===== src/rtl/writeback_arbiter.sv =====
// Writeback arbiter: merges a single-cycle ALU result stream (source A, strict priority)
// with a FIFO-buffered multi-cycle unit stream (source B) into one registered
// register-file write port.
// Optional feature: define WB_PENDING_EN to build the scoreboard query (q_pending).
module writeback_arbiter #(
  parameter int unsigned DEPTH    = 4,
  parameter int unsigned ZERO_REG = 1
) (
  input  logic                     clk,
  input  logic                     rst,
  input  logic                     a_valid,
  input  logic [4:0]               a_rd,
  input  logic [31:0]              a_data,
  input  logic                     b_valid,
  output logic                     b_ready,
  input  logic [4:0]               b_rd,
  input  logic [31:0]              b_data,
  output logic                     WE,
  output logic [4:0]               A3,
  output logic [31:0]              WD3,
  output logic [$clog2(DEPTH):0]   fifo_count,
  input  logic [4:0]               q_rs,
  output logic                     q_pending
);

  localparam int unsigned PtrW = $clog2(DEPTH);
  localparam int unsigned CntW = PtrW + 1;

  logic [PtrW-1:0] wr_ptr_q, wr_ptr_d;
  logic [PtrW-1:0] rd_ptr_q, rd_ptr_d;
  logic [CntW-1:0] count_q, count_d;
  logic [4:0]      rd_mem_q   [DEPTH];
  logic [31:0]     data_mem_q [DEPTH];

  logic        we_q, we_d;
  logic [4:0]  a3_q, a3_d;
  logic [31:0] wd3_q, wd3_d;

  logic push, pop;

  // Ready only while not full; a same-cycle pop does not free a slot for the push.
  assign b_ready = ~rst & (count_q < CntW'(DEPTH));
  assign push    = b_valid & b_ready;
  // A owns the slot whenever it is valid; B only drains on idle A cycles.
  assign pop     = ~a_valid & (count_q != '0);

  // Select the writer for the next slot and update FIFO bookkeeping.
  always_comb begin
    we_d     = 1'b0;
    a3_d     = a3_q;
    wd3_d    = wd3_q;
    wr_ptr_d = wr_ptr_q;
    rd_ptr_d = rd_ptr_q;
    count_d  = count_q;

    if (a_valid) begin
      a3_d  = a_rd;
      wd3_d = a_data;
      we_d  = !((ZERO_REG != 0) && (a_rd == 5'd0));
    end else if (pop) begin
      a3_d  = rd_mem_q[rd_ptr_q];
      wd3_d = data_mem_q[rd_ptr_q];
      we_d  = !((ZERO_REG != 0) && (rd_mem_q[rd_ptr_q] == 5'd0));
    end

    if (push) wr_ptr_d = wr_ptr_q + 1'b1;
    if (pop)  rd_ptr_d = rd_ptr_q + 1'b1;

    unique case ({push, pop})
      2'b10:   count_d = count_q + 1'b1;
      2'b01:   count_d = count_q - 1'b1;
      default: count_d = count_q;
    endcase
  end

  // State registers; reset empties the FIFO and cancels any in-flight write.
  always_ff @(posedge clk or posedge rst) begin
    if (rst) begin
      we_q     <= 1'b0;
      a3_q     <= '0;
      wd3_q    <= '0;
      wr_ptr_q <= '0;
      rd_ptr_q <= '0;
      count_q  <= '0;
    end else begin
      we_q     <= we_d;
      a3_q     <= a3_d;
      wd3_q    <= wd3_d;
      wr_ptr_q <= wr_ptr_d;
      rd_ptr_q <= rd_ptr_d;
      count_q  <= count_d;
    end
  end

  // FIFO storage; entry validity comes from the pointers and count, so no reset needed.
  always_ff @(posedge clk) begin
    if (push) begin
      rd_mem_q[wr_ptr_q]   <= b_rd;
      data_mem_q[wr_ptr_q] <= b_data;
    end
  end

  assign WE         = we_q;
  assign A3         = a3_q;
  assign WD3        = wd3_q;
  assign fifo_count = count_q;

`ifdef WB_PENDING_EN
  logic            pend;
  logic [PtrW-1:0] offs;

  // Pending if q_rs is targeted by a queued entry, the issuing write or the incoming A result.
  always_comb begin
    pend = 1'b0;
    offs = '0;
    for (int unsigned i = 0; i < DEPTH; i++) begin
      offs = PtrW'(i) - rd_ptr_q;
      if ((CntW'(offs) < count_q) && (rd_mem_q[i] == q_rs)) pend = 1'b1;
    end
    if (we_q && (a3_q == q_rs))     pend = 1'b1;
    if (a_valid && (a_rd == q_rs))  pend = 1'b1;
    if ((ZERO_REG != 0) && (q_rs == 5'd0)) pend = 1'b0;
    if (rst) pend = 1'b0;
  end

  assign q_pending = pend;
`else
  logic unused_q_rs;
  assign unused_q_rs = ^q_rs;
  assign q_pending   = 1'b0;
`endif

endmodule


===== config.mk =====
export PLATFORM = sky130hd
export DESIGN_NAME = writeback_arbiter
export DESIGN_NICKNAME = d
export VERILOG_FILES = /design/src/rtl/writeback_arbiter.sv
export SDC_FILE = /design/constraint.sdc
export NUM_CORES = 1
export LEC_CHECK = 0
export CAP_MARGIN = 15
export CORE_ASPECT_RATIO = 0.6
export CORE_MARGIN = 10
export CORE_UTILIZATION = 45
export DETAILED_ROUTE_END_ITERATION = 7
export PLACE_DENSITY = 0.77
export SETUP_SLACK_MARGIN = 0.1
export SKIP_CTS_REPAIR_TIMING = 1
export SYNTH_ARGS = -nofsm -noshare
export SYNTH_HDL_FRONTEND = slang
export SYNTH_SLANG_ARGS = --single-unit

===== constraint.sdc =====
create_clock -name clk -period 2.5 [get_ports clk]
set_input_delay 0.5 -clock clk [delete_from_list [all_inputs] [get_ports clk]]
set_output_delay 0.5 -clock clk [all_outputs]
set_load 0.005 [all_outputs]

# After elaboration in Yosys (flattened, before gate mapping)
# Memory sizes are Yosys's and may differ from the RTL's.
# Index checks and enable logic that the tools add are counted.
# op_classes
n_addsub	4
n_mul	0
div_mod_pow	0
magnitude_cmp	1
n_eq_ne	2
shifts	0
n_mux	9
n_bitwise	5
n_reduce_logical	7
# ops
cell	count
2-to-1 mux 32 bit	2
zero test 5 bit	2
2-to-1 mux 5 bit	2
case mux 3 bit (2 select lines)	1
adder 2 x 1 -> 2 bit, second input constant	2
2-to-1 mux 1 bit	4
nonzero test 2 bit	2
adder 3 x 1 -> 3 bit, second input constant	1
bitwise AND 1 bit	3
< comparator 3 bit, second input constant	1
nonzero test 3 bit	1
subtractor 3 x 1 -> 3 bit, second input constant	1
equality test 2 x 1 -> 1 bit, second input constant	1
equality test 2 bit, second input constant	1
zero test 1 bit	2
inverter 1 bit	2
# word_totals
register_bits	45
latchBits	0
ram_bits	148
mem_bits_ro	0
out_inout_bits	43
elab_cells	36
memories	2
# memory_table
name	depth	word_bits	read_ports	rd_clocked_by_memory_dff	write_ports	line_no	rtl
data_mem_q	4	32	1	0	1	33	logic [31:0] data_mem_q [DEPTH];
rd_mem_q	4	5	1	0	1	32	logic [4:0] rd_mem_q [DEPTH];

# Longest topological paths before layout
# Gate-level depths: netlist of the first run.
# logic_depth
depth_word	5
ltp_mapped	9
ltp_nobuf	9

# Least setup slack after synthesis of the first run
# No wires, ideal clock.
# synth_timing
kind	input -> register
startpoint	in a_valid
endpoint	reg count_q[2] (netlist: fifo_count[2])
setup_time_ns	0.079
arrival_time_ns	2.219
required_ns	2.421
setup_slack_ns	0.202
path_stages	9
path_buffers	2
path_cell_list	clkbuf_1 buf_2 nor2_1 ha_1 inv_1 fa_1 xor2_1 nor2_1 xor2_1
# synth_via
elab_chain_len	4
word_cells_on_any_way	6
cone_classes	eq/ne (2); mux (1); bitwise (2); reduce/logical (1)
# synth_rtl
item	line_no	rtl
from (decl)	11	input logic a_valid,
inverter 1 bit *	45	assign pop = ~a_valid & (count_q != '0);
bitwise AND 1 bit *	45	
named net pop	39	logic push, pop;
equality test 2 x 1 -> 1 bit / equality test 2 bit (equally long branches)	69	unique case ({push, pop})
case mux 3 bit (2 select lines) / nonzero test 2 bit (equally long branches)	-	
to (signal assigned)	91	count_q <= count_d;
to (decl)	31	logic [CntW-1:0] count_q, count_d;
# Mark *: on every way through the listed nets, which the timed path passes. The rest lies on a longest branch.
# A chain may end at the register's enable or synchronous reset.

# Worst setup path in the final report of the first run
# layout_timing
startpoint	in rst
endpoint	out b_ready
# layout_via
elab_chain_len	2
# layout_rtl
item	line_no	rtl
from (decl)	10	input logic rst,
inverter 1 bit	42	assign b_ready = ~rst & (count_q < CntW'(DEPTH));
bitwise AND 1 bit	42	
to (decl)	15	output logic b_ready,
# No other way between the ends.

==> out/qor_table.md, run 1 <==
| Quantity | This run |
| --- | --- |
| Synthesized netlist net count | 485 |
| Type of element capturing the critical path | primary output |
| Global-route wire length before repair | 24.45 mm |
| Clock Tree Buf Depth | 2 |
| Synthesized-area fraction occupied by xor and xnor cells | 0.7049% |
| Cell-by-cell trace of the critical path | clkdlybuf4s50_1, nor2_1, buf_4, clkdlybuf4s50_1 |
| Yosys top cell by area | sky130_fd_sc_hd__edfxtp_1 |
| Run status | finished, final reports clean |
| Vias in the first global route | 4350 |
| Worst R2R Path Depth | 4 |
| # Max-Cap Violations | 0 |
| # diodes | 0 |
| Compound-Gate Fraction of Synth Area | 3.021% |
| Basic-gate share of the synthesized area counting and, or, nand and nor cells | 2.685% |
| Initial antenna violation count | 3 |
| Leading cell types by count after synthesis | 148 x sky130_fd_sc_hd__edfxtp_1, 45 x sky130_fd_sc_hd__dfrtp_1, 35 x sky130_fd_sc_hd__nand2_1 |
| Worst path setup slack after routing | 0.2863 ns |
| Largest cells by area after synthesis | sky130_fd_sc_hd__edfxtp_1 60%, sky130_fd_sc_hd__dfrtp_1 15%, sky130_fd_sc_hd__mux4_2 10% |
| Final setup violating endpoints | 0 |
| Die span in y | 119.7 µm |
| Cell with the most instances after synthesis | sky130_fd_sc_hd__edfxtp_1 |
| Total GRT Usage | 14.41% |
| Clock period minus worst slack | 2.214 ns |
| Switching share of power | 28.35% |
| Final critical-path share of the clock period | 88.55% |
| Static Leakage | 0.003387 µW |
| Remaining routing DRC violations | 0 |
| Fin Clk Skew | 0.01080 ns |
| Number of max-slew violations in the final report | 0 |
| Distinct cell type count after synthesis | 26 |
| Power spent charging and discharging nets | 2689 µW |
| Setup TNS after final layout | 0 ns |
| Worst flop-to-flop path startpoint | rd_ptr_q[0]$_DFFE_PP0P_ |
| Worst path top cell family by delay | buffers and inverters |
| Area growth from synthesis to final layout | 28.38% |
| Worst path bufs/invs | 3 |
| Register-to-register path setup slack | 0.54 ns |
| Sequential cell area fraction in the yosys report | 74.72% |
| Critical path origin | rst |
| Clock Root Buffer | sky130_fd_sc_hd__clkbuf_16 |
| Final hold vios | 0 |
| Flip-flop cell with the highest count after synthesis | sky130_fd_sc_hd__edfxtp_1 |
| Total chip power | 9485 µW |
| Number of DRC markers in iteration 0 | 255 |
| Pint | 6796 µW |
| Fraction of power consumed by combinational cells | 27.5% |
| Die extent in x | 186.2 µm |
| Adder-cell share of the synthesized area | 1.108% |
| Clock transition at the register clock pins on the worst setup and hold paths after CTS | 0.07 ns |
| Post-layout nets | 618 |
| Worst slew slack as a fraction of its limit | 65.22% |
| Total Wirelength | 15.63 mm |
| I/O pin cnt | 126 |
| Grt total ovfl | 0 |
| Starting Density | 45.97% |
| Worst ir drop on vdd | 0.5699 mV |
| Number of logic stages on the critical path including buffering | 4 |
| Arrival @ worst endpoint | 1.71 ns |
| Number of enable flip-flop cells after synthesis | 148 |
| Unrepaired setup endpoints after global routing | no |
| Share of total power in sequential cells | 45.3% |
| Placement row count | 36 |
| Highest net fanout along the worst path | 5 |
| Via count normalized by instance count | 5.309 |
| Total power density per cell area | 991.0 nW/µm² |
| Share of cells above drive strength 1 | 16.79% |
| Pin count of the biggest net entering global routing | 38 |
| Post-synthesis instance area | 7455 µm² |
| Placer's final routability congestion estimate | 0.7193 |
| Combinational family with the most area after synthesis | multiplexers |
| Type of element launching the critical path | input pin |
| CORE AREA | 16220 µm² |
| CTS Buf Count | 17 |
| Mux share of post-synthesis cell area | 15.76% |
| Cell at the slowest stage of the critical path | sky130_fd_sc_hd__clkdlybuf4s50_1 |
| Slowest cell delay on critical path | 0.50 ns |
| Routed Antenna Nets | 0 |
| Final HPWL DP | 10.48 mm |
| Critical path start-end classification | input pin to primary output |
| Most used cell along the critical path | sky130_fd_sc_hd__clkdlybuf4s50_1 |
| Synthesis-stage register bit count | 193 |
| Later-pin clock latency in the skew report | 0.41 ns |
| Worst-Margin Slew | 0.5210 ns |
| Synth async-reset ratio | 23.32% |
| First-pass iteration count of the detailed router | 6 |
| Hold Path Class | input pin to async pin |
| Worst endpoint required time | 2.00 ns |
| CTS tree | yes |
| Sinks on Clock Net | 193 |
| Wire length per cell | 20.81 µm |
| Port Buf Inserts | 119 |
| Worst setup slack after placement | 0.06371 ns |
| Highest clock frequency the design can meet | 451.7 MHz |
| Fraction of power consumed by the clock network | 27.2% |
| Top cell type's share of synthesized area | 59.62% |
| End of the worst register-to-register path | WE$_DFF_PP0_ |
| Die Area | 22280 µm² |
| Syn avg cell area | 18.82 µm² |
| Number of instances in the synthesized netlist | 396 |
| H-Tree Depth | 4 |
| Total of warnings raised by yosys | 0 |
| Total number of vias | 3987 |
==> power groups by stage <==
| stage | clock network, µW | registers (µW) | logic (µW) |
|---|---|---|---|
| after floorplan | 0 | 4280 | 1430 |
| after global placement | 0 | 4320 | 2570 |
| after detailed placement | 0 | 4370 | 2650 |
| after CTS | 2660 | 4300 | 2670 |
| after global routing | 2800 | 4360 | 2860 |
| final | 2580 | 4300 | 2600 |
==> area by class of cell <==
cell class	count	area [µm²]
clock buffer	17	425.4
tap	209	261.5
inverter	12	45.04
fill	1183	6645
sequential	193	5573
timing repair buffer	135	1369
clock inverter	15	146.4
multi-input combinational	170	1750
==> cells in the final DEF, fill, tap and decap left out, types with 2 or more instances in the layout <==
| cell | instances |
|---|---|
| sky130_fd_sc_hd__edfxtp_1 | 148 |
| sky130_fd_sc_hd__clkdlybuf4s50_1 | 118 |
| sky130_fd_sc_hd__dfrtp_1 | 43 |
| sky130_fd_sc_hd__nand2_1 | 35 |
| sky130_fd_sc_hd__mux4_2 | 34 |
| sky130_fd_sc_hd__mux2i_1 | 33 |
| sky130_fd_sc_hd__o21ai_0 | 33 |
| sky130_fd_sc_hd__clkbuf_16 | 17 |
| sky130_fd_sc_hd__inv_1 | 11 |
| sky130_fd_sc_hd__buf_4 | 11 |
| sky130_fd_sc_hd__inv_6 | 6 |
| sky130_fd_sc_hd__a222oi_1 | 5 |
| sky130_fd_sc_hd__ha_1 | 5 |
| sky130_fd_sc_hd__buf_12 | 5 |
| sky130_fd_sc_hd__and3_2 | 4 |
| sky130_fd_sc_hd__nor2_1 | 3 |
| sky130_fd_sc_hd__mux4_1 | 3 |
| sky130_fd_sc_hd__xnor2_1 | 3 |
| sky130_fd_sc_hd__xor2_1 | 3 |
| sky130_fd_sc_hd__clkinv_4 | 3 |
| sky130_fd_sc_hd__o21ai_1 | 2 |
| sky130_fd_sc_hd__or4_1 | 2 |
| sky130_fd_sc_hd__clkinv_8 | 2 |
| sky130_fd_sc_hd__inv_8 | 2 |
| sky130_fd_sc_hd__dfrtp_2 | 2 |
==> state kept, by name, indices dropped and copies added, names as in the netlist <==
name and cells:
A3 5, WD3 32, WE 1, data_mem_q 128, fifo_count 3, rd_mem_q 20
rd_ptr_q 2, wr_ptr_q 2
==> how the worst max path moves through the flow <==
| stage | to | slack, ns |
|---|---|---|
| floorplan | fifo_count[2]$_DFFE_PP0P_ | 0.20 |
| global placement | fifo_count[2]$_DFFE_PP0P_ | 0.14 |
| detailed placement | fifo_count[2]$_DFFE_PP0P_ | 0.06 |
| CTS | b_ready | 0.28 |
| global route | b_ready | 0.23 |
| finish | b_ready | 0.29 |
==> cells by family after synthesis <==
logic type | after synthesis
xor+xnor | 6
simple gates | 47
flops | 193
buf+inv | 33
other cells | 1
mux | 70
fa+ha+maj | 6
compound gates | 40
==> per-layer routing <==
metal | vias up | global-route usage, % | wire length [µm]
met5 | - | 0 | 28
met4 | 4 | 4.112 | 57
met3 | 8 | 5.152 | 1387
met2 | 133 | 21.65 | 7080
met1 | 2025 | 19.40 | 7079
li1 | 1817 | - | -
==> per-stage QoR <==
stage,instance area (µm²),utilization [%],cells,hold WS [ns]
after floorplan,7455,-,396,0.4733
after global placement,8999,55.49,719,0.4606
after detailed placement,8999,55.49,719,0.4710
after CTS,9570,59.02,751,0.4833
after global routing,9570,59.02,751,0.5206
final,9570,59.02,751,0.4789
Note: power is estimated with default switching activity, not from simulation.
==> run 2, diff against run 1 <==
Settings changed: ABC_AREA set to 1, GPL_TIMING_DRIVEN set to 1.
==> out/qor_table.md, run 2 <==
| Quantity | This run |
| --- | --- |
| Die span in y | 122.8 µm |
| Number of enable flip-flop cells after synthesis | 148 |
| Port Buf Inserts | 119 |
| Die Area | 23490 µm² |
| Total of warnings raised by yosys | 0 |
| Type of element launching the critical path | input pin |
| Register containing the most flip-flops in the final layout | data_mem_q |
| Hold Path Class | input pin to async pin |
| H-Tree Depth | 4 |
| Final critical-path share of the clock period | 83.88% |
| Total chip power | 9959 µW |
| Total Wirelength | 18.70 mm |
| Largest cells by area after synthesis | sky130_fd_sc_hd__edfxtp_1 56%, sky130_fd_sc_hd__dfrtp_1 14%, sky130_fd_sc_hd__nand2_1 9.4% |
| Pin count of the biggest net entering global routing | 74 |
| Synth async-reset ratio | 23.32% |
| First-pass iteration count of the detailed router | 5 |
| Leading cell types by count after synthesis | 199 x sky130_fd_sc_hd__nand2_1, 148 x sky130_fd_sc_hd__edfxtp_1, 78 x sky130_fd_sc_hd__inv_1 |
| Final HPWL DP | 11.91 mm |
| Post-synthesis instance area | 7924 µm² |
| Static Leakage | 0.004039 µW |
| Filler cell count | 1418 |
| Highest net fanout along the worst path | 2 |
| Worst ir drop on vdd | 0.5558 mV |
| Yosys top cell by area | sky130_fd_sc_hd__edfxtp_1 |
| Via count normalized by instance count | 4.983 |
| Global-route wire length before repair | 28.86 mm |
| Remaining routing DRC violations | 0 |
| Fin Clk Skew | 0.01061 ns |
| End of the worst register-to-register path | WD3[8]$_DFFE_PP0P_ |
| Sequential cell area fraction in the yosys report | 70.30% |
| Final setup violating endpoints | 0 |
| Worst R2R Path Depth | 7 |
| Flip-flop cell with the highest count after synthesis | sky130_fd_sc_hd__edfxtp_1 |
| Synthesis-stage register bit count | 193 |
| CORE AREA | 17220 µm² |
| Wire length per cell | 17.28 µm |
| Type of element capturing the critical path | primary output |
| CTS tree | yes |
| Final hold vios | 0 |
| Setup TNS after final layout | 0 ns |
| Clock Tree Buf Depth | 2 |
| Worst endpoint required time | 2.00 ns |
| Commonest non-fill, non-tap cell in the layout | sky130_fd_sc_hd__nand2_1 |
| Share of cells above drive strength 1 | 6.958% |
| Number of instances in the synthesized netlist | 717 |
| Cell with the most instances after synthesis | sky130_fd_sc_hd__nand2_1 |
| Unrepaired setup endpoints after global routing | no |
| Number of DRC markers in iteration 0 | 356 |
| Number of max-slew violations in the final report | 0 |
| Arrival @ worst endpoint | 1.60 ns |
| Later-pin clock latency in the skew report | 0.42 ns |
| Die extent in x | 191.3 µm |
| Worst-Margin Slew | 0.7290 ns |
| Worst slew slack as a fraction of its limit | 51.33% |
| Worst flop-to-flop path startpoint | rd_ptr_q[0]$_DFFE_PP0P_ |
| Vias in the first global route | 5334 |
| Sinks on Clock Net | 193 |
| Syn avg cell area | 11.05 µm² |
| Starting Density | 46.01% |
| Critical path origin | rst |
| Run status | finished, final reports clean |
| Clock Root Buffer | sky130_fd_sc_hd__clkbuf_16 |
| Top cell type's share of synthesized area | 56.09% |
| Initial antenna violation count | 2 |
| Critical path start-end classification | input pin to primary output |
| Register-to-register path setup slack | 0.58 ns |
| I/O pin cnt | 126 |
| Total GRT Usage | 15.93% |
| Worst setup slack after placement | 0.2315 ns |
| # Max-Cap Violations | 0 |
| Highest clock frequency the design can meet | 476.9 MHz |
| Total power density per cell area | 996.4 nW/µm² |
| Synthesized netlist net count | 806 |
| Worst path setup slack after routing | 0.4031 ns |
| Distinct cell type count after synthesis | 24 |
| Placer's final routability congestion estimate | 0.7421 |
| Placement row count | 37 |
| Max FFs per register | 128 |
| Top library cells by usage in the layout, fill and taps aside | 199 x sky130_fd_sc_hd__nand2_1, 148 x sky130_fd_sc_hd__edfxtp_1, 118 x sky130_fd_sc_hd__clkdlybuf4s50_1, 77 x sky130_fd_sc_hd__inv_1, 66 x sky130_fd_sc_hd__a21oi_1 |
| Clock period minus worst slack | 2.097 ns |
| Routed Antenna Nets | 0 |
| # diodes | 0 |
| Area growth from synthesis to final layout | 26.13% |
| Clock transition at the register clock pins on the worst setup and hold paths after CTS | 0.07 ns |
| CTS Buf Count | 17 |
| Grt total ovfl | 0 |
| Total number of vias | 5392 |
| Post-layout nets | 924 |
[run 2: cell count changes in the layout (fill, tap and decap cells not counted), moves of 4 or more]
cell	before	now
sky130_fd_sc_hd__inv_1	11	77
sky130_fd_sc_hd__and3_2	4	0
sky130_fd_sc_hd__o21ai_0	33	56
sky130_fd_sc_hd__o21ai_1	2	11
sky130_fd_sc_hd__mux2i_1	33	0
sky130_fd_sc_hd__inv_6	6	2
sky130_fd_sc_hd__nor2_1	3	7
sky130_fd_sc_hd__mux4_2	34	0
sky130_fd_sc_hd__a21oi_1	0	66
sky130_fd_sc_hd__nand3_1	0	44
sky130_fd_sc_hd__nor2_4	0	4
sky130_fd_sc_hd__nand2_1	35	199
sky130_fd_sc_hd__inv_2	1	5
sky130_fd_sc_hd__a222oi_1	5	0
[run 2: layout make-up]
cell class,instances,area (µm²),area share (%)
clock inverter,12,135.1,1.352
sequential,193,5575,55.78
clock buffer,20,436.7,4.369
multi-input combinational,405,1883,18.84
inverter,82,307.8,3.080
tap,234,292.8,2.929
timing repair buffer,136,1364,13.65
[run 2: routing by layer]
metal,track usage (%),vias to the layer above,wire length [µm]
met5,0,-,31
met4,4.276,4,139
met3,5.382,19,1498
met2,25.37,174,8599
met1,20.57,2550,8428
li1,-,2645,-
[run 2: how the worst max path moves through the flow]
stage	to	cells past startpoint
6_report	b_ready	3
5_1_grt	b_ready	3
4_1_cts	b_ready	3
3_5_place_dp	fifo_count[2]$_DFFE_PP0P_	9
3_3_place_gp	fifo_count[2]$_DFFE_PP0P_	9
2_1_floorplan	data_mem_q[0][0]$_DFFE_PP_	3
[run 2: through the flow]
stage | area (µm²) | cells | utilization (%) | hold WS [ns]
2_1_floorplan | 7924 | 717 | - | 0.4724
4_1_cts | 9995 | 1082 | 58.04 | 0.4522
3_3_place_gp | 9423 | 1050 | 54.72 | 0.4621
5_1_grt | 9995 | 1082 | 58.04 | 0.4856
6_report | 9995 | 1082 | 58.04 | 0.4392
3_5_place_dp | 9423 | 1050 | 54.72 | 0.4651
[run 2: power breakdown]
group	leakage (µW)	internal [µW]	switching [µW]
sequential	0.00187	3970	393
clock	0.000267	1480	1160
combinational	0.00190	1300	1650
total	0.00404	6750	3210
[run 2: cells by family (layout without fill, tap and decap cells)]
logic type	Yosys count	after routing	share of synthesized area [%]
fa+ha+maj	6	6	1.042
xor+xnor	4	4	0.4422
flops	193	193	70.30
other cells	1	1	0.04733
buf+inv	119	250	6.316
compound gates	139	139	9.001
simple gates	255	255	12.85
[run 2: worst max-delay path, stage by stage]
cell	delay (ns)
sky130_fd_sc_hd__clkdlybuf4s50_1	0.43
sky130_fd_sc_hd__nor2_1	0.14
sky130_fd_sc_hd__clkdlybuf4s50_1	0.53
==> run 3, diff against run 2 <==
Clock period 2.5 ns to 1.95 ns, I/O delays scaled along.
==> out/qor_table.md, run 3 (same netlist as run 2, synthesis figures left out) <==
| Quantity | This run |
| --- | --- |
| CTS Buf Count | 17 |
| CTS tree | yes |
| Origin of the worst min-delay path | a_valid |
| Clock transition at the register clock pins on the worst setup and hold paths after CTS | 0.07 ns |
| Total number of vias | 5538 |
| Hold Path Class | input pin to flip-flop |
| Storage cell area | 5575 µm² |
| Routed Antenna Nets | 0 |
| Remaining routing DRC violations | 0 |
| Cell-by-cell trace of the critical path | buf_4, clkdlybuf4s50_1 |
| Die extent in x | 191.3 µm |
| Worst hold margin | 0.4528 ns |
| Die Area | 23490 µm² |
| Worst ir drop on vdd | 0.6558 mV |
| Commonest non-fill, non-tap cell in the layout | sky130_fd_sc_hd__nand2_1 |
| Clock Tree Buf Depth | 2 |
| Utilization after layout | 59.60% |
| Type of element launching the critical path | flip-flop |
| Pin count of the biggest net entering global routing | 39 |
| Total Wirelength | 19.55 mm |
| Post-layout nets | 939 |
| Critical path start-end classification | flip-flop to primary output |
| Critical path origin | fifo_count[2]$_DFFE_PP0P_ |
| Sinks on Clock Net | 193 |
| Fin Clk Skew | 0.01111 ns |
| Max FFs per register | 128 |
| Run status | finished, final reports clean |
| Clock Root Buffer | sky130_fd_sc_hd__clkbuf_16 |
| Area taken by multi-input logic gates | 1898 µm² |
| H-Tree Depth | 4 |
| Highest clock frequency the design can meet | 554.8 MHz |
| Global-route wire length before repair | 30.57 mm |
| Initial antenna violation count | 2 |
| Grt total ovfl | 0 |
| # Max-Cap Violations | 0 |
| Placement row count | 37 |
| Number of max-slew violations in the final report | 0 |
| Total chip power | 13200 µW |
| Slowest cell delay on critical path | 0.49 ns |
| Worst R2R Path Depth | 8 |
| Unrepaired setup endpoints after global routing | no |
| Placer's final routability congestion estimate | 0.7698 |
| Register-to-register path setup slack | 0.18 ns |
| I/O pin cnt | 126 |
| Static Leakage | 0.004171 µW |
| Arrival @ worst endpoint | 1.41 ns |
| Final HPWL DP | 12.75 mm |
| Die span in y | 122.8 µm |
| Final setup violating endpoints | 0 |
| Highest net fanout along the worst path | 3 |
| Number of DRC markers in iteration 0 | 390 |
| Final critical-path share of the clock period | 92.44% |
| # diodes | 0 |
| Starting Density | 46.01% |
| First-pass iteration count of the detailed router | 7 |
| Area growth from synthesis to final layout | 29.54% |
| Worst endpoint required time | 1.56 ns |
| Register containing the most flip-flops in the final layout | data_mem_q |
| Top library cells by usage in the layout, fill and taps aside | 197 x sky130_fd_sc_hd__nand2_1, 148 x sky130_fd_sc_hd__edfxtp_1, 117 x sky130_fd_sc_hd__clkdlybuf4s50_1, 76 x sky130_fd_sc_hd__inv_1, 66 x sky130_fd_sc_hd__a21oi_1 |
| Cell at the slowest stage of the critical path | sky130_fd_sc_hd__clkdlybuf4s50_1 |
| Port Buf Inserts | 119 |
| Total power density per cell area | 1286 nW/µm² |
| Instance count along the most critical hold path | 6 |
| Setup TNS after final layout | 0 ns |
| CORE AREA | 17220 µm² |
| Later-pin clock latency in the skew report | 0.42 ns |
| Share of cells above drive strength 1 | 9.270% |
| Final hold vios | 0 |
| Total GRT Usage | 16.84% |
| Type of element capturing the critical path | primary output |
| Worst flop-to-flop path startpoint | fifo_count[0]$_DFFE_PP0P_ |
| Filler cell count | 1358 |
| Wire length per cell | 17.82 µm |
| Vias in the first global route | 5575 |
| Via count normalized by instance count | 5.048 |
| Clock period minus worst slack | 1.803 ns |
run 3: cell count changes in the layout (fill, tap and decap cells not counted), sizes merged:
cell	previous run	this run
clkdlybuf4s50	118	117
clkbuf	20	17
clkinv	4	6
clkinvlp	4	3
buf	18	33
inv	84	86
dlymetal6s2s	0	1
run 3: per-stage QoR:
step,std cells,setup WS [ns],instance area (µm²)
detailed placement,1060,-0.2040,9633
CTS,1092,0.02280,10220
finish,1097,0.1475,10260
global route,1097,0.08514,10260
floorplan,717,-0.2425,7944
global placement,1060,-0.1666,9633
run 3: cell type report:
class,count,share of cell area [%]
Tap cell,234,2.852
Clock inverter,15,1.548
Clock buffer,17,4.144
Timing Repair Buffer,151,15.63
Inverter,82,3.023
Multi-Input combinational cell,405,18.49
Sequential cell,193,54.32
run 3: where the power goes:
part           total [µW]  switching (µW)  internal (µW)
registers            5520             422           5100
logic                4250            2330           1920
clock network        3430            1530           1910
total               13200            4280           8920
run 3: routing by layer:
layer,global-route usage (%),part of all wire (%)
met3,5.326,7.4
met4,4.762,1.4
met1,21.90,45
met5,0,0.056
met2,26.81,46
run 3: path summary, 6_finish.rpt:
kind / endpoint
max reg2reg: fifo_count[1]$_DFFE_PP0P_
max in group asynchronous: WD3[13]$_DFFE_PP0P_
max: fifo_count[2]
min reg2reg: WD3[3]$_DFFE_PP0P_
min in group asynchronous: rd_ptr_q[1]$_DFFE_PP0P_
min: rd_ptr_q[0]$_DFFE_PP0P_
run 3: critical path, delay by kind of cell (launching register included):
kind	cells	cell delay (ns)
buf+inv	2	0.61
flops	1	0.39
